### src/rtl/glitch_sequencer.sv
// glitch_sequencer: waits for an armed trigger rising edge, counts a programmed
// offset, then fires one or more duration_counter pulses of programmed width
// separated by a programmed gap. Abort returns to IDLE and resets the counter.
module glitch_sequencer #(
    parameter int W  = 32,
    parameter int CW = 8
) (
    input  logic          clk,
    input  logic          reset_n,
    input  logic          arm,
    input  logic          abort,
    input  logic          trigger,
    input  logic [W-1:0]  cfg_offset,
    input  logic [W-1:0]  cfg_width,
    input  logic [W-1:0]  cfg_gap,
    input  logic [CW-1:0] cfg_count,
    input  logic          dc_active_low,
    output logic          dc_enable,
    output logic [W-1:0]  dc_din,
    output logic          dc_reset,
    output logic          armed,
    output logic          busy,
    output logic          done,
    output logic [CW-1:0] glitch_idx
);

    typedef enum logic [2:0] {
        S_IDLE,
        S_ARMED,
        S_DELAY,
        S_FIRE,
        S_WAIT,
        S_GAP,
        S_DONE
    } state_t;

    state_t        state;
    state_t        state_nx;
    logic          trig_q;
    logic          trig_edge;
    logic          al_q;
    logic          seen_low;
    logic          seen_low_nx;
    logic [W-1:0]  cnt;
    logic [W-1:0]  cnt_nx;
    logic [W-1:0]  offset_q;
    logic [W-1:0]  gap_q;
    logic [CW-1:0] count_q;
    logic [CW-1:0] idx_nx;
    logic          cfg_load;
    logic          dc_reset_q;

    assign trig_edge = trigger & ~trig_q;

    // Input history: trigger edge detector and a registered view of the pulse
    // generator output. al_q idles high, matching an inactive active-low pulse.
    always_ff @(posedge clk or negedge reset_n) begin
        if (!reset_n) begin
            trig_q <= 1'b0;
            al_q   <= 1'b1;
        end else begin
            trig_q <= trigger;
            al_q   <= dc_active_low;
        end
    end

    // Sequencer state, countdown, pulse bookkeeping and the abort reset strobe.
    always_ff @(posedge clk or negedge reset_n) begin
        if (!reset_n) begin
            state      <= S_IDLE;
            cnt        <= '0;
            seen_low   <= 1'b0;
            glitch_idx <= '0;
            dc_reset_q <= 1'b0;
        end else begin
            state      <= state_nx;
            cnt        <= cnt_nx;
            seen_low   <= seen_low_nx;
            glitch_idx <= idx_nx;
            dc_reset_q <= abort;
        end
    end

    // Configuration snapshot taken on arm; a count of 0 is stored as 1.
    always_ff @(posedge clk or negedge reset_n) begin
        if (!reset_n) begin
            offset_q <= '0;
            dc_din   <= '0;
            gap_q    <= '0;
            count_q  <= '0;
        end else if (cfg_load) begin
            offset_q <= cfg_offset;
            dc_din   <= cfg_width;
            gap_q    <= cfg_gap;
            count_q  <= (cfg_count == '0) ? CW'(1) : cfg_count;
        end
    end

    // Next-state logic; abort overrides every other event, including arm.
    always_comb begin
        state_nx    = state;
        cnt_nx      = cnt;
        seen_low_nx = seen_low;
        idx_nx      = glitch_idx;
        cfg_load    = 1'b0;
        if (abort) begin
            state_nx    = S_IDLE;
            cnt_nx      = '0;
            seen_low_nx = 1'b0;
            idx_nx      = '0;
        end else begin
            case (state)
                S_IDLE: begin
                    if (arm) begin
                        cfg_load = 1'b1;
                        idx_nx   = '0;
                        state_nx = S_ARMED;
                    end
                end
                S_ARMED: begin
                    if (trig_edge) begin
                        cnt_nx   = offset_q;
                        state_nx = S_DELAY;
                    end
                end
                S_DELAY, S_GAP: begin
                    if (cnt == '0) begin
                        state_nx = S_FIRE;
                    end else begin
                        cnt_nx = cnt - W'(1);
                    end
                end
                S_FIRE: begin
                    idx_nx      = glitch_idx + CW'(1);
                    seen_low_nx = 1'b0;
                    state_nx    = S_WAIT;
                end
                S_WAIT: begin
                    if (!al_q) begin
                        seen_low_nx = 1'b1;
                    end else if (seen_low) begin
                        if (glitch_idx == count_q) begin
                            state_nx = S_DONE;
                        end else begin
                            cnt_nx   = gap_q;
                            state_nx = S_GAP;
                        end
                    end
                end
                S_DONE: begin
                    state_nx = S_IDLE;
                end
                default: begin
                    state_nx = S_IDLE;
                end
            endcase
        end
    end

    // Status and strobe outputs decoded from state; abort suppresses strobes.
    always_comb begin
        dc_enable = (state == S_FIRE) && !abort;
        done      = (state == S_DONE) && !abort;
        armed     = (state == S_ARMED);
        busy      = (state != S_IDLE);
        dc_reset  = dc_reset_q;
    end

endmodule

### config.mk
export PLATFORM = sky130hd
export DESIGN_NAME = glitch_sequencer
export DESIGN_NICKNAME = d
export VERILOG_FILES = /design/src/rtl/glitch_sequencer.sv
export SDC_FILE = /design/constraint.sdc
export NUM_CORES = 1
export LEC_CHECK = 0
export CORE_UTILIZATION = 51
export CTS_CLUSTER_SIZE = 25
export DETAILED_ROUTE_END_ITERATION = 6
export HOLD_SLACK_MARGIN = 0.12
export PLACE_DENSITY = 0.8
export REMOVE_ABC_BUFFERS = 1
export SLEW_MARGIN = 20
export SYNTH_ARGS = -nofsm -noshare
export SYNTH_HDL_FRONTEND = slang
export SYNTH_SLANG_ARGS = --single-unit
### constraint.sdc
create_clock -name clk -period 2.8 [get_ports clk]
set_input_delay 0.56 -clock clk [delete_from_list [all_inputs] [get_ports clk]]
set_output_delay 0.56 -clock clk [all_outputs]
set_load 0.03 [all_outputs]
# [After elaboration in Yosys (flattened, before gate mapping)]
# Cells that the tools add are included.
[totals] ff_bits=151 mem_count=0 latch_bits=0 ram_bits=0 in_bits=110 word_cells=70 mem_bits_ro=0
[classes] mux=25 shifts=0 eq_ne=15 multipliers=0 n_bitwise=2 add_sub_neg=2 reduce_logical=15 div_mod_pow=0 order_cmp=0
[op_table] op="$mux W32" n=6
[op_table] op="$pmux W32 S3" n=1
[op_table] op="$logic_not A32 Y1" n=1
[op_table] op="$sub A32 B1 Y32 const B" n=1
[op_table] op="$mux W8" n=3
[op_table] op="$ne A3 B3 Y1 const B" n=7
[op_table] op="$mux W3" n=6
[op_table] op="$pmux W8 S2" n=1
[op_table] op="$pmux W3 S5" n=1
[op_table] op="$eq A3 B3 Y1 const B" n=3
[op_table] op="$reduce_bool A3 Y1" n=3
[op_table] op="$add A8 B1 Y8 const B" n=1
[op_table] op="$eq A8 B8 Y1" n=1
[op_table] op="$logic_not A8 Y1" n=1
[op_table] op="$eq A3 B2 Y1 const B" n=2
[op_table] op="$reduce_and A6 Y1" n=1
[op_table] op="$mux W1" n=5
[op_table] op="$reduce_and A5 Y1" n=1
[op_table] op="$reduce_and A2 Y1" n=2
[op_table] op="$reduce_bool A4 Y1" n=1
[op_table] op="$eq A3 B1 Y1 const B" n=1
[op_table] op="$logic_not A3 Y1" n=1
[op_table] op="$ne A3 B2 Y1 const B" n=1
[op_table] op="$logic_and A1 B1 Y1" n=2
[op_table] op="other kinds (6)" n=6

# [Depth between registers and ports, before layout]
# Gate-level depths: netlist of run 1.
[logic_depth] depth_word=6 mapped_depth=10

# [Worst setup path before layout of run 1]
# OpenSTA, ideal clock, no wires.
[synth_timing] path_type="flip-flop to flip-flop" start="register cnt[0]" end="register cnt[3]" setup_slack_ps=404 setup_time_ps=125 stages_incl_launch_ff=10 arrival_time_ps=2272 t_required_ps=2675 synth_period_minus_slack_ps=2396 path_cell_list="dfrtp_1 > inv_1 > ha_1 > or3b_1 > clkbuf_1 > nor4_2 > and4_4 > a21o_2 > buf_6 > mux2_2"
[synth_between] elab_chain_len=4 word_cells_on_any_way=7 cone_classes="add/sub: 1; eq/ne: 1; mux: 3; reduce/logical: 2"
[synth_lines] element="start, declared" line_no="44" source="logic [W-1:0] cnt;"
[synth_lines] element="start signal, assigned" line_no="77" source="cnt <= cnt_nx;"
[synth_lines] element="$sub A32 B1 Y32" line_no="130" source="cnt_nx = cnt - W'(1);"
[synth_lines] element="$mux W32" line_no="127" source="if (cnt == '0) begin"
[synth_lines] element="$pmux W32 S3" line_no="112" source="case (state)"
[synth_lines] element="$mux W32" line_no="106" source="if (abort) begin"
# Several ways; a longest one is shown, not always the timed one. The select of a mux whose other input is x is not followed.
# A chain may end at the register's enable or synchronous reset.

# [Final worst setup path of run 1]
[layout_timing] start="register state[1]" end="output armed"
[layout_between] elab_chain_len=1
[layout_lines] element="start, declared" line_no="37" source="state_t state;"
[layout_lines] element="start signal, assigned" line_no="76" source="state <= state_nx;"
[layout_lines] element="$eq A3 B1 Y1" line_no="164" source="armed = (state == S_ARMED);"
[layout_lines] element="end, declared" line_no="21" source="output logic armed,"
# Every way passes these cells.

==> impl_metrics.toml, run 1 <==
[outcome]
run_status = "finished clean"

[synthesis]
seq_area_frac_synth_pct = 52.2
syn_inst = 631
synth_ff_type = "dfrtp_1"
syn_avg_cell_area_sq_um = 11.5
ys_types = 70
async_flop_share_pct = 100
netlist_area_sq_um = 7240
yosys_warnings = 0
synth-edff-count = 0
synth-seq-cells = 151

[layout]
ff_latch_area_sq_um = 3780
syn_to_final_growth_pct = 33.3
diodes = 0
fillers = 990
final_area_sq_um = 9650
final_nets = 901
layout-drive-gt1-share_pct = 23.1
multi_input_area_sq_um = 3220

[global_route]
gr-total-overflow = 0
grt_max_degree = 74
grt.total_usage_pct = 25.5
grt_pass1_vias = 5939
grt_pass1_wl_mm = 29.1
grt_antenna_before_repair = 0

[placement]
pre_cts_slack_ps = 151
globalplace.congestion = 0.888
port-buffer-count = 154
place_hpwl_mm = 12.4
placed_area_sq_um = 9050

[pwr]
worst_ir_drop_vdd_v = 0.000613
p_leak_nw = 4.08
internal_power_mw = 6.83
switching_share_pct = 36.2
clkPwrFrac_pct = 21.7
power_frac_comb_pct = 42.4
power_mw = 10.7
p_per_area_nw_per_um2 = 1110
p_seq_share_pct = 35.9
p_sw_mw = 3.87

[clock_network]
post_cts.repair.setup_buffers = 0
clk_path_buf_depth = 2
cts_root_buffer = "clkbuf_16"
cts.repair.resized = 0
cts_made_buffers = 17
h-tree-depth = 4
cts_tree = "built"
cts_hold_buf = 0
numClockSinks = 151
clock_latency_ps = 420
path_clk_slew_ps = 60

[timing]
slew_headroom_pct = 54.7
final_max_slew_viol_count = 0
fmax_ghz = 0.386
period_share_pct = 92.5
hold_viol = 0
fin_ws_ps = 209
setup_tns_ps = 0
setup_viol = 0
worstMarginPinSlew_ps = 662
rsz0062_at_grt = "false"
timing.hold.ws_ps = 106
finalCriticalPeriod_ps = 2590
fin_skew_ps = 6.44

[critical_path]
worstSetupStartpointType = "flip-flop"
crit_path_top_delay_cell = "clkdlybuf4s50_1"
cpPeakStageDelay_ps = 690
critical_path.endpoint_type = "output port"
path_cells = "nand2b_1, nor2_1, clkdlybuf4s50_1"
worstSetupPathType = "reg2out"
crit_required_ps = 2240
crit_arrival_ps = 2030
crit_fanout = 19
reg2reg_depth = 6

[drt]
via_count = 5783
ant_nets = 0
drtIter0Drc = 477
vias_per_cell = 5.89
wl_per_cell_um = 17.9
totalWireLength_mm = 17.6
drtPass1Iterations = 6
drc = 0

[hold_path]
holdCritPathClass = "in2async"

[flow_run]
cap_violations = 0

[floorplanning]
coreArea_sq_um = 13900
start_util_pct = 52.2
rows = 43
die_y_um = 121
io_pins = 155
die_area_sq_um = 14700
die_w_um = 121
## area by class of cell
type / instances / area share (%)
sequential: 151 / 39.2
multi-input combinational: 424 / 33.4
timing repair buffer: 182 / 18.4
clock buffer: 23 / 4.95
tap: 180 / 2.33
clock inverter: 9 / 1.27
inverter: 13 / 0.506
## cells in the final DEF, fill, tap and decap left out, types with 5 or more instances in the layout
cell type          n
clkdlybuf4s50_1  151
dfrtp_1          150
mux2_2           105
nor2_1            40
o21ai_0           35
a21oi_1           28
buf_4             28
nand2_1           24
o31ai_1           20
clkbuf_16         17
nor3_1            15
a221oi_1          14
inv_1             13
a31oi_1           12
nand3_1            9
o21ai_1            9
xnor2_1            8
nor4_1             7
nor3b_1            5
and3_1             5
nand4_1            5
o22ai_1            5
a22o_1             5
clkinv_2           5
## power by group through the flow
stage / combinational (mW) / clock (mW) / sequential (mW)
2_1_floorplan: 2.58 / 0 / 4.14
3_3_place_gp: 4.38 / 0 / 3.78
3_5_place_dp: 4.51 / 0 / 3.86
4_1_cts: 4.54 / 2.35 / 3.84
5_1_grt: 4.92 / 2.45 / 3.96
6_report: 4.54 / 2.32 / 3.84
## synthesized netlist by cell type, drive strengths merged, types with 4 or more instances
master  number  area [sq um]
a21oi       28           140
nor3b        7          57.6
buf         17           108
inv         13          48.8
a221oi      14           123
o22ai        5          31.3
nand2       26           108
a31oi       12          75.1
and3         6          38.8
dfrtp      150          3750
or3          4          25.0
nor2        40           150
nand3       10          50.1
o21ai       45           229
clkbuf      25          93.8
nor4        10          98.8
nand4        5          31.3
mux2       107          1200
a22o         5          43.8
xnor2        8          70.1
or4          5          45.0
nor3        15          75.1
o31ai       20           150
o21a         4          30.0
## kinds of logic (layout without fill, tap and decap cells)
family                   Yosys count  count (layout)  share of synthesized area [%]
AO/OA/AOI/OAI                    161             161                           14.8
flip-flops                       151             151                           52.2
AND/OR/NAND/NOR                  144             144                           11.2
multiplexers                     108             108                           16.8
buffers and inverters             56             227                           3.63
XOR/XNOR                           9               9                           1.09
adder cells (fa/ha/maj)            2               2                          0.345
## sequential cells by signal, indices dropped and copies added (netlist names)
| signal | count |
|---|---|
| al_q | 1 |
| dc_reset | 1 |
| gap_q | 32 |
| state | 3 |
| cnt | 32 |
| trig_q | 1 |
| dc_din | 32 |
| glitch_idx | 8 |
| count_q | 8 |
| seen_low | 1 |
| offset_q | 32 |
## stage by stage
stage	std cells	utilization [%]
global route	982	69.5
finish	982	69.5
detailed placement	950	65.2
global placement	950	65.2
CTS	982	69.5
floorplan	588	-
## worst max-delay path: cells and delay by family (launching register included)
family	cells	cell delay, ps
DFF	1	560
buffers and inverters	1	690
and+or+nand+nor	2	360
## metal layers
layer	GRT usage, %	vias up	part of all wire, %
li1	-	2668	-
met1	32.1	2883	42
met2	42.8	204	50
met3	5.40	28	5.5
met4	10.6	0	2.1
met5	0	-	0
## path summary, 6_finish.rpt
kind	slack, ps	end	startpoint
max	210	armed	state[1]$_DFFE_PN0P_
min	110	gap_q[4]$_DFFE_PN0P_	reset_n
max reg2reg	260	cnt[4]$_DFFE_PN0P_	cnt[8]$_DFFE_PN0P_
min reg2reg	500	dc_din[14]$_DFFE_PN0P_	dc_din[14]$_DFFE_PN0P_
max in group asynchronous	1990	dc_din[26]$_DFFE_PN0P_	reset_n
min in group clk	500	dc_din[14]$_DFFE_PN0P_	dc_din[14]$_DFFE_PN0P_
(Power assumes the default switching activity.)
==> inputs of run 2 (changes only) <==
--- a/config.mk
+++ b/config.mk
@@ -5,11 +5,11 @@
 export SDC_FILE = /design/constraint.sdc
 export NUM_CORES = 1
 export LEC_CHECK = 0
-export CORE_UTILIZATION = 51
+export CORE_UTILIZATION = 30
 export CTS_CLUSTER_SIZE = 25
 export DETAILED_ROUTE_END_ITERATION = 6
 export HOLD_SLACK_MARGIN = 0.12
-export PLACE_DENSITY = 0.8
+export PLACE_DENSITY = 0.52
 export REMOVE_ABC_BUFFERS = 1
 export SLEW_MARGIN = 20
 export SYNTH_ARGS = -nofsm -noshare
==> impl_metrics.toml, run 2 (synthesized netlist as in run 1, its figures left out) <==
[outcome]
run_status = "finished clean"

[timing]
hold_viol = 0
setup_tns_ps = 0
slew_headroom_pct = 55.3
fin_ws_ps = 214
setup_viol = 0
period_share_pct = 92.4
final_max_slew_viol_count = 0
worstMarginPinSlew_ps = 654
fmax_ghz = 0.387
rsz0062_at_grt = "false"
fin_skew_ps = 11.3
finalCriticalPeriod_ps = 2590

[drt]
vias_per_cell = 5.11
wl_met1_mm = 8.60
via_count = 5749
drc = 0
drtIter0Drc = 296
drtPass1Iterations = 4
totalWireLength_mm = 19.2
ant_nets = 0
wl_per_cell_um = 17.1
wl_met2_mm = 9.64
maxUsedRoutingLayer = "met4"
dr_wl_met3_um = 827

[layout]
ff_latch_area_sq_um = 3780
diodes = 0
stdcell_count = 1124
final_util_pct = 41.8
fillers = 2277
syn_to_final_growth_pct = 35.8
final_cell_mix = "clkdlybuf4s50_1, dfrtp_1, mux2_2"
layout_commonest_cell = "clkdlybuf4s50_1"
final_nets = 904
multi_input_area_sq_um = 3220
layout-drive-gt1-share_pct = 23.7

[critical_path]
worstSetupPathType = "reg2out"
crit_path_top_delay_cell = "clkdlybuf4s50_1"
crit_fanout = 19
cpPeakStageDelay_ps = 600
critical_path.endpoint_type = "output port"
crit_required_ps = 2240
worstSetupStartpointType = "flip-flop"
cp_num_buf_inv = 1
path_delay_family = "buffers and inverters"
crit_arrival_ps = 2030
path_cells = "or3_1, clkdlybuf4s50_1"

[pwr]
p_sw_mw = 4.00
clkPwrFrac_pct = 20.5
power_mw = 10.6
power_frac_comb_pct = 43.3
p_seq_share_pct = 36.2
switching_share_pct = 37.8
worst_ir_drop_vdd_v = 0.000431
p_per_area_nw_per_um2 = 1080
internal_power_mw = 6.59
p_leak_nw = 4.08

[placement]
pre_cts_slack_ps = 252
port-buffer-count = 154
dp_cells = 1092
globalplace.congestion = 0.825
place_hpwl_mm = 13.8

[clock_network]
clk_path_buf_depth = 2
cts.repair.resized = 0
cts_root_buffer = "clkbuf_16"
path_clk_slew_ps = 70
post_cts.repair.setup_buffers = 0
clock_latency_ps = 430
cts_made_buffers = 17
h-tree-depth = 4
numClockSinks = 151
cts_hold_buf = 0
cts_tree = "built"

[global_route]
grt_antenna_before_repair = 0
grt_pass1_vias = 5969
gr-total-overflow = 0
grt.total_usage_pct = 16.2
grt_max_degree = 70
grt_pass1_wl_mm = 31.0

[hold_path]
holdCritPathClass = "in2async"

[floorplanning]
die_area_sq_um = 24800
io_pins = 155
die_w_um = 157
coreArea_sq_um = 23500
die_y_um = 157
start_util_pct = 30.8
rows = 56

[flow_run]
cap_violations = 0
## run 2: changes by cell type in the layout (fill, tap and decap cells not counted), sizes merged
cell and delta:
buf +3, clkinvlp +2, clkbuf -5, clkinv -2, bufinv -3, inv +8
## run 2: final timing paths
kind	start	end	slack [ps]	depth (start not counted)
worst max-delay path	state[1]$_DFFE_PN0P_	busy	210	2
worst min-delay path	reset_n	glitch_idx[5]$_DFFE_PN0P_	150	1
worst max register to register	cnt[0]$_DFFE_PN0P_	cnt[4]$_DFFE_PN0P_	270	8
worst min register to register	count_q[0]$_DFFE_PN0P_	count_q[0]$_DFFE_PN0P_	500	2
max in group asynchronous	reset_n	offset_q[30]$_DFFE_PN0P_	1960	2
min in group clk	count_q[0]$_DFFE_PN0P_	count_q[0]$_DFFE_PN0P_	500	2
## run 2: power by group through the flow
stage	logic [mW]	registers, mW	clock network (mW)
2_1_floorplan	2.58	4.14	0
3_3_place_gp	4.55	3.82	0
3_5_place_dp	4.62	3.87	0
4_1_cts	4.63	3.84	2.24
5_1_grt	4.97	3.97	2.33
6_report	4.59	3.83	2.17
## run 2: area by class of cell
cell class | count | area share [%]
sequential | 151 | 38.4
inverter | 13 | 0.496
clock inverter | 14 | 1.16
multi-input combinational | 424 | 32.8
timing repair buffer | 185 | 18.6
clock buffer | 18 | 4.46
tap | 319 | 4.06
## run 2: per-layer routing
metal	track usage [%]	vias to the layer above
li1	-	2694
met1	20.6	2917
met2	27.6	128
met3	3.69	10
met4	3.79	0
met5	0	-
## run 2: worst register-to-register path, cell delays in order (launching register included)
cell,delay (ps)
dfrtp_1,410
inv_1,120
ha_1,210
or3b_1,490
nor4_2,170
buf_4,180
and4_4,290
a21o_2,210
mux2_2,350
## run 2: stage by stage
step                      instance area [sq um]  hold WS (ps)
after floorplan                            7030           264
after global placement                     9280           481
after detailed placement                   9280           490
after CTS                                  9840           168
after global routing                       9840           195
final                                      9840           145
==> inputs of run 3 (changes only) <==
--- a/config.mk
+++ b/config.mk
@@ -5,11 +5,11 @@
 export SDC_FILE = /design/constraint.sdc
 export NUM_CORES = 1
 export LEC_CHECK = 0
-export CORE_UTILIZATION = 30
+export CORE_UTILIZATION = 41
 export CTS_CLUSTER_SIZE = 25
 export DETAILED_ROUTE_END_ITERATION = 6
 export HOLD_SLACK_MARGIN = 0.12
-export PLACE_DENSITY = 0.52
+export PLACE_DENSITY = 0.67
 export REMOVE_ABC_BUFFERS = 1
 export SLEW_MARGIN = 20
 export SYNTH_ARGS = -nofsm -noshare
==> impl_metrics.toml, run 3 (synthesized netlist as in run 1, its figures left out) <==
[global_route]
globalRouteMet1Util_pct = 27.4
grt_pass1_vias = 6015
top_usage_layer = "met2"
grt_max_degree = 71
grt_pass1_wl_mm = 30.1
grt.total_usage_pct = 21.1
grtUsageMet3_pct = 4.32
met2_usage_pct = 34.9
grt_antenna_before_repair = 0
gr-total-overflow = 0

[outcome]
run_status = "finished clean"

[placement]
place_hpwl_mm = 13.0
port-buffer-count = 154
dp_cells = 995
globalplace.congestion = 0.868
pre_cts_slack_ps = 167

[layout]
final_cell_mix = "clkdlybuf4s50_1, dfrtp_1, mux2_2"
fillers = 1463
layout_commonest_cell = "clkdlybuf4s50_1"
stdcell_count = 1025
layout-drive-gt1-share_pct = 23.1
diodes = 0
final_nets = 901
syn_to_final_growth_pct = 34.5

[timing]
fin_skew_ps = 11.7
final_max_slew_viol_count = 0
worstMarginPinSlew_ps = 744
slew_headroom_pct = 49.1
fin_ws_ps = 152
finalCriticalPeriod_ps = 2650
rsz0062_at_grt = "false"
fmax_ghz = 0.378
setup_viol = 0
hold_viol = 0
period_share_pct = 94.6

[clock_network]
path_clk_slew_ps = 60
numClockSinks = 151
cts_root_buffer = "clkbuf_16"
cts.repair.resized = 0
clock_latency_ps = 430
post_cts.repair.setup_buffers = 0
cts_made_buffers = 17
h-tree-depth = 4
clk_path_buf_depth = 2
cts_hold_buf = 0
cts_tree = "built"

[critical_path]
crit_fanout = 13
critical_path.endpoint_type = "output port"
r2r_setup_slack_ps = 190
reg2reg_to = "cnt[3]$_DFFE_PN0P_"
reg2reg_depth = 5
crit_required_ps = 2240
crit_arrival_ps = 2090
worstSetupPathType = "reg2out"
worstSetupStartpointType = "flip-flop"
r2r-start = "cnt[16]$_DFFE_PN0P_"

[drt]
drc = 0
via_count = 5761
totalWireLength_mm = 18.2
vias_per_cell = 5.62
drtPass1Iterations = 5
wl_per_cell_um = 17.8
drtIter0Drc = 348
ant_nets = 0

[floorplanning]
coreArea_sq_um = 17300
die_w_um = 135
start_util_pct = 41.9
rows = 48
die_y_um = 135
die_area_sq_um = 18200
io_pins = 155

[flow_run]
cap_violations = 0

[pwr]
internal_power_mw = 6.87
p_seq_share_pct = 35.6
worst_ir_drop_vdd_v = 0.000631
p_per_area_nw_per_um2 = 1100
clkPwrFrac_pct = 21.9
switching_share_pct = 36.1
p_sw_mw = 3.87
power_frac_comb_pct = 42.5
p_leak_nw = 4.09

[hold_path]
holdCritPathClass = "in2async"
run 3: cell types whose count changed in the layout (fill, tap and decap cells not counted):
cell        change
bufinv_16       +3
clkbuf_8        +3
clkbuf_1        +1
inv_6           -7
clkinvlp_4      -2
inv_8           -1
buf_4           -2
buf_12          -1
clkinv_2        +1
run 3: how the worst max path moves through the flow:
stage                         startpoint                     end  slack (ps)  cells past startpoint
global placement                   abort     cnt[28]$_DFFE_PN0P_         230                      6
finish              state[2]$_DFFE_PN0P_                    busy         150                      3
detailed placement                 abort     cnt[20]$_DFFE_PN0P_         170                      6
global route         cnt[16]$_DFFE_PN0P_     cnt[28]$_DFFE_PN0P_          30                      6
CTS                 state[2]$_DFFE_PN0P_                    busy         150                      3
floorplan           state[2]$_DFFE_PN0P_  count_q[1]$_DFFE_PN0P_       -1480                      3
run 3: final cells by class:
class                           count  area [sq um]  area share, %
Multi-Input combinational cell    424          3220           33.1
Clock inverter                      8           121           1.25
Tap cell                          225           282           2.89
Inverter                           13          48.8          0.501
Clock buffer                       22           484           4.97
Timing Repair Buffer              182          1800           18.5
Sequential cell                   151          3780           38.8
run 3: worst max-delay path: stages (launching register included):
cell and delay (ps):
dfrtp_1 480, buf_4 230, or3_1 340, clkdlybuf4s50_1 610
run 3: power groups by stage:
stage / clock network (mW) / logic [mW] / registers, mW
final: 2.35 / 4.56 / 3.82
after CTS: 2.41 / 4.59 / 3.82
after detailed placement: 0 / 4.57 / 3.85
after floorplan: 0 / 2.58 / 4.14
after global placement: 0 / 4.46 / 3.79
after global routing: 2.50 / 4.94 / 3.94
run 3: through the flow:
step	instance area (sq um)	utilization (%)	total power, mW	hold WS, ps	TNS (ps)
3_3_place_gp	9130	52.8	8.25	485	0
3_5_place_dp	9130	52.8	8.42	486	0
2_1_floorplan	7030	-	6.72	264	-175380
4_1_cts	9740	56.3	10.8	131	0
6_report	9740	56.3	10.7	98.7	0
5_1_grt	9740	56.3	11.4	142	0
run 3: metal layers:
metal  up-vias  share of wire (%)  wire (um)
li1       2675                  -          -
met5         -                  0          0
met4         0                1.7        306
met2       170                 50       9150
met1      2890                 43       7900
met3        26                4.6        845
